### src/rtl/pc_sequencer.sv
// Program counter sequencer: boot cycle, ready/stall hold, sequential/branch/jump/jr next-PC,
// sticky fault on a misaligned jr, and saturating retire / taken-branch counters.
module pc_sequencer #(
    parameter logic [31:0] RESET_VECTOR = 32'h0000_0000,
    parameter int          CNT_WIDTH    = 16
) (
    input  logic                 clk,
    input  logic                 rst,
    input  logic                 stall,
    input  logic                 imem_ready,
    input  logic                 Branch_deci,
    input  logic                 Jump,
    input  logic                 Jr,
    input  logic [31:0]          branch_offset,
    input  logic [25:0]          jump_index,
    input  logic [31:0]          jr_target,
    output logic [31:0]          pc,
    output logic [31:0]          pc_plus4,
    output logic                 pc_valid,
    output logic                 redirect,
    output logic                 fault,
    output logic [CNT_WIDTH-1:0] instr_cnt,
    output logic [CNT_WIDTH-1:0] taken_cnt
);

    typedef enum logic [1:0] {BOOT, RUN, FLT} state_t;

    state_t      state, state_nxt;
    logic        retire, jr_bad;
    logic [31:0] boff_sh, pc_nxt;
    logic        redirect_nxt, count_nxt, taken_nxt;

    assign pc_plus4 = pc + 32'd4;
    assign boff_sh  = branch_offset << 2;
    assign retire   = (state == RUN) && imem_ready && !stall;
    assign jr_bad   = (jr_target[1:0] != 2'b00);
    assign pc_valid = (state == RUN);
    assign fault    = (state == FLT);

    always_ff @(posedge clk or posedge rst) begin
        if (rst) state <= BOOT;
        else     state <= state_nxt;
    end

    always_comb begin
        state_nxt = state;
        case (state)
            BOOT:    state_nxt = RUN;
            RUN:     if (retire && Jr && jr_bad) state_nxt = FLT;
            FLT:     state_nxt = FLT;
            default: state_nxt = BOOT;
        endcase
    end

    // Highest-priority control wins; a misaligned jr retires nothing.
    always_comb begin
        pc_nxt       = pc;
        redirect_nxt = 1'b0;
        count_nxt    = 1'b0;
        taken_nxt    = 1'b0;
        if (retire) begin
            if (Jr) begin
                if (!jr_bad) begin
                    pc_nxt       = jr_target;
                    redirect_nxt = 1'b1;
                    count_nxt    = 1'b1;
                end
            end else if (Jump) begin
                pc_nxt       = {pc_plus4[31:28], jump_index, 2'b00};
                redirect_nxt = 1'b1;
                count_nxt    = 1'b1;
            end else if (Branch_deci) begin
                pc_nxt       = pc_plus4 + boff_sh;
                redirect_nxt = 1'b1;
                count_nxt    = 1'b1;
                taken_nxt    = 1'b1;
            end else begin
                pc_nxt    = pc_plus4;
                count_nxt = 1'b1;
            end
        end
    end

    always_ff @(posedge clk or posedge rst) begin
        if (rst) begin
            pc        <= RESET_VECTOR;
            redirect  <= 1'b0;
            instr_cnt <= '0;
            taken_cnt <= '0;
        end else begin
            pc       <= pc_nxt;
            redirect <= redirect_nxt;
            if (count_nxt && instr_cnt != {CNT_WIDTH{1'b1}}) instr_cnt <= instr_cnt + 1'b1;
            if (taken_nxt && taken_cnt != {CNT_WIDTH{1'b1}}) taken_cnt <= taken_cnt + 1'b1;
        end
    end

endmodule
### config.mk
export PLATFORM = sky130hd
export DESIGN_NAME = pc_sequencer
export DESIGN_NICKNAME = d
export VERILOG_FILES = /design/src/rtl/pc_sequencer.sv
export SDC_FILE = /design/constraint.sdc
export NUM_CORES = 1
export LEC_CHECK = 0
export ABC_AREA = 0
export BUFFER_PORTS_ARGS = -buffer_cell sky130_fd_sc_hd__buf_2
export CORE_MARGIN = 5
export CORE_UTILIZATION = 36
export CTS_CLUSTER_SIZE = 30
export DETAILED_ROUTE_END_ITERATION = 7
export GPL_ROUTABILITY_DRIVEN = 0
export HOLD_SLACK_MARGIN = 0.06
export PLACE_DENSITY = 0.74
export SKIP_CTS_REPAIR_TIMING = 1
export SLEW_MARGIN = 20
export SYNTH_ARGS = -nofsm -noshare
export SYNTH_HDL_FRONTEND = slang
export SYNTH_SLANG_ARGS = --single-unit
### constraint.sdc
create_clock -name clk -period 3.4 [get_ports clk]
set_input_delay 0.34 -clock clk [delete_from_list [all_inputs] [get_ports clk]]
set_output_delay 0.34 -clock clk [all_outputs]
set_load 0.005 [all_outputs]
==> flow_summary.json <==
{
  "hpwl_um": 16400,
  "syn-instance-count": 688,
  "firstDrtPassIters": 5,
  "cts_tree": "yes",
  "required_ns": 3.68,
  "worst_pin_slew_ns": 0.785,
  "grt-ovfl-total": 0,
  "skew_ns": 0.00861,
  "grt_pass1_vias": 6134,
  "violations": "negative setup slack",
  "design.core.area_um2": 15800,
  "final-hold-violation-count": 0,
  "grt_setup_unrepaired": "yes",
  "crit_type": "flip-flop to flip-flop",
  "fin_crit_ns": 3.45,
  "area_growth_pct": 45.1,
  "drcViolationCount": 0,
  "grt_pass1_wl_um": 32100,
  "max_freq_mhz": 290,
  "ys_types": 71,
  "initial_utilization": 0.363,
  "ys_seq_area_frac": 0.293,
  "p_leak_nw": 4.19,
  "vias_per_cell": 5.41,
  "grt_max_degree": 48,
  "yosysWarnings": 0,
  "path_clk_slew_ns": 0.07,
  "num_vias": 6463,
  "antenna_found_initial": 1,
  "status": "finished with violations",
  "layout.nets": 1112,
  "final_antenna_net_count": 0,
  "syn_nets": 827,
  "critPathMaxFanout": 4,
  "root_buffer": "clkbuf_16",
  "power_mw": 6.61,
  "vdd_ir_drop_max_mv": 0.264,
  "dieHeight_um": 136,
  "min_period_over_period": 1.01,
  "postSynthAreaPerCell_um2": 8.32,
  "drt_iter0_drc": 510,
  "crit_buf_inv": 1,
  "antenna_cells": 0,
  "multi_input_area_um2": 4140,
  "synth-edff-count": 0,
  "powerDensity_nw_per_um2": 795,
  "postPlaceCellArea_um2": 7630,
  "nFillCells": 1495,
  "setup_slack_ns": -0.0497,
  "setup_viol": 2,
  "cts_sinks": 67,
  "slowest_delay_ns": 0.58,
  "dieWidth_um": 136,
  "max_slew_margin": 0.476,
  "clk_latency_ns": 0.34,
  "num_io_pins": 196,
  "end_kind": "flip-flop",
  "ctsHtreeMaxLevel": 3,
  "synth-seq-cells": 67,
  "cap_violations": 0,
  "track_usage": 0.221,
  "crit_path_top_delay_cell": "or4_4",
  "seq_area_um2": 1680,
  "wl_per_cell_um": 18.1,
  "final_cell_area_um2": 8310,
  "fin_hold_ws_ns": 0.149,
  "worstHoldPathType": "primary input to async pin",
  "cp_top_family": "compound AO/OA/AOI/OAI gates",
  "cp_cell_sequence": "ha_2, nand3_4, or4_4, inv_4, nand2_4, xnor2_4, ha_4, a211oi_2, o21bai_2, nor2_2, nand3_2, a31oi_4, o2111ai_2, a211o_1, nand3_1",
  "finalMaxSlewViolations": 0,
  "arrival_ns": 3.73,
  "cts_buffers": 9,
  "mappedNetlistArea_um2": 5730,
  "die-area_um2": 18500,
  "portBuffers": 193,
  "cts_buffer_depth": 2,
  "synthArstFlopShare": 1.00,
  "drive_gt1_frac": 0.403,
  "cp-start-kind": "flip-flop",
  "synth_flop_cell": "dfrtp_1",
  "drt_wl_total_um": 21600,
  "rows": 46
}
==> state kept, by name, indices dropped and copies added, names as in the netlist <==
signal and flops:
instr_cnt 16, state 2, taken_cnt 16, redirect 1, pc 32
==> through the flow <==
step / setup TNS [ns] / instances / setup slack (ns) / utilization
3_3_place_gp: -0.273 / 1168 / -0.111 / 0.484
6_report: -0.0844 / 1194 / -0.0497 / 0.527
5_1_grt: -1.21 / 1194 / -0.165 / 0.527
3_5_place_dp: -0.392 / 1168 / -0.111 / 0.484
2_1_floorplan: -0.139 / 688 / -0.0748 / -
4_1_cts: -0.562 / 1184 / -0.137 / 0.503
==> worst paths after layout <==
path                       cells after the start       endpoint  slack [ns]          start
max                                           15         pc[31]       -0.05          pc[2]
min                                            2   instr_cnt[3]        0.15            rst
max reg2reg                                   15         pc[31]       -0.05          pc[2]
min reg2reg                                    1  instr_cnt[10]        0.49  instr_cnt[10]
max in group asynchronous                      3         pc[12]        2.58            rst
min in group clk                               3         pc[17]        0.25  jr_target[17]
==> Yosys cell counts, drive strengths merged, types with 3 or more instances <==
library cell	n	area (um^2)
nand2	72	270
dfrtp	67	1680
nor2	67	259
o21ai	52	264
a21oi	51	255
xnor2	44	415
ha	41	513
xor2	35	314
nand3	32	180
inv	25	93.8
clkbuf	19	72.6
nand4	18	128
a21o	16	120
and3	14	87.6
nor3	10	50.1
o211ai	10	75.1
o21a	9	67.6
and4	8	72.6
buf	8	42.5
a31oi	7	58.8
a21boi	6	48.8
a211oi	5	37.5
and2	5	31.3
o21bai	5	37.5
a2111oi	4	35.0
a22oi	4	35.0
o221ai	4	41.3
o22ai	4	25.0
or3	4	25.0
a221o	3	30.0
a221oi	3	26.3
a222oi	3	30.0
a311oi	3	26.3
==> logic make-up after synthesis <==
logic type | count (synthesis) | synth area share
muxes | 4 | 0.00743
buffers and inverters | 53 | 0.0371
xor gates and xnor gates | 79 | 0.127
DFF | 67 | 0.293
AOI/OAI and AO/OA | 205 | 0.238
and+or+nand+nor | 238 | 0.205
adders and majority gates | 42 | 0.0931
==> placed cells by master (no fill, tap or decap), types with 4 or more instances in the layout <==
cell / synthesis / routed
nand4_1: 17 / 17
and2_1: 5 / 5
a21oi_2: 0 / 10
nand2_1: 72 / 71
nand3_1: 28 / 24
xnor2_1: 40 / 37
a31oi_1: 6 / 4
o21a_1: 9 / 9
o21ai_0: 44 / 36
a21oi_1: 51 / 39
o21bai_1: 5 / 4
xnor2_2: 4 / 6
inv_1: 23 / 20
and4_1: 7 / 4
clkbuf_16: 0 / 9
buf_4: 2 / 103
xor2_1: 34 / 33
o21ai_1: 7 / 11
o21ai_2: 1 / 5
dfrtp_1: 67 / 67
a21o_1: 16 / 16
and3_1: 14 / 14
or3_1: 4 / 4
nand3_2: 4 / 6
ha_1: 41 / 38
nor3_1: 10 / 10
buf_6: 0 / 4
nor2_1: 66 / 62
buf_2: 4 / 193
o211ai_1: 10 / 10
==> power breakdown <==
part	switching [mW]	internal, mW
combinational	2.25	2.11
clock	0.417	0.583
sequential	0.241	1.01
total	2.91	3.70
==> cell type report <==
cell class | instances | share of cell area
clock buffer | 9 | 0.0271
inverter | 26 | 0.0124
sequential | 67 | 0.202
tap | 216 | 0.0325
timing repair buffer | 301 | 0.217
multi-input combinational | 568 | 0.499
clock inverter | 7 | 0.0101
==> per-layer routing <==
layer	GRT usage	wire length (um)	vias up
met2	0.360	10100	275
met3	0.0418	1600	56
li1	-	-	3076
met5	0	13	-
met1	0.294	9280	3054
met4	0.0767	552	2
==> worst register-to-register path, stage by stage, from the launching register on <==
cell	delay, ns
dfrtp_1	0.40
ha_2	0.22
nand3_4	0.10
or4_4	0.58
inv_4	0.11
nand2_4	0.07
xnor2_4	0.18
ha_4	0.24
a211oi_2	0.21
o21bai_2	0.14
nor2_2	0.19
nand3_2	0.11
a31oi_4	0.30
o2111ai_2	0.15
a211o_1	0.34
nand3_1	0.06
Power figures use the tool's default switching activity.
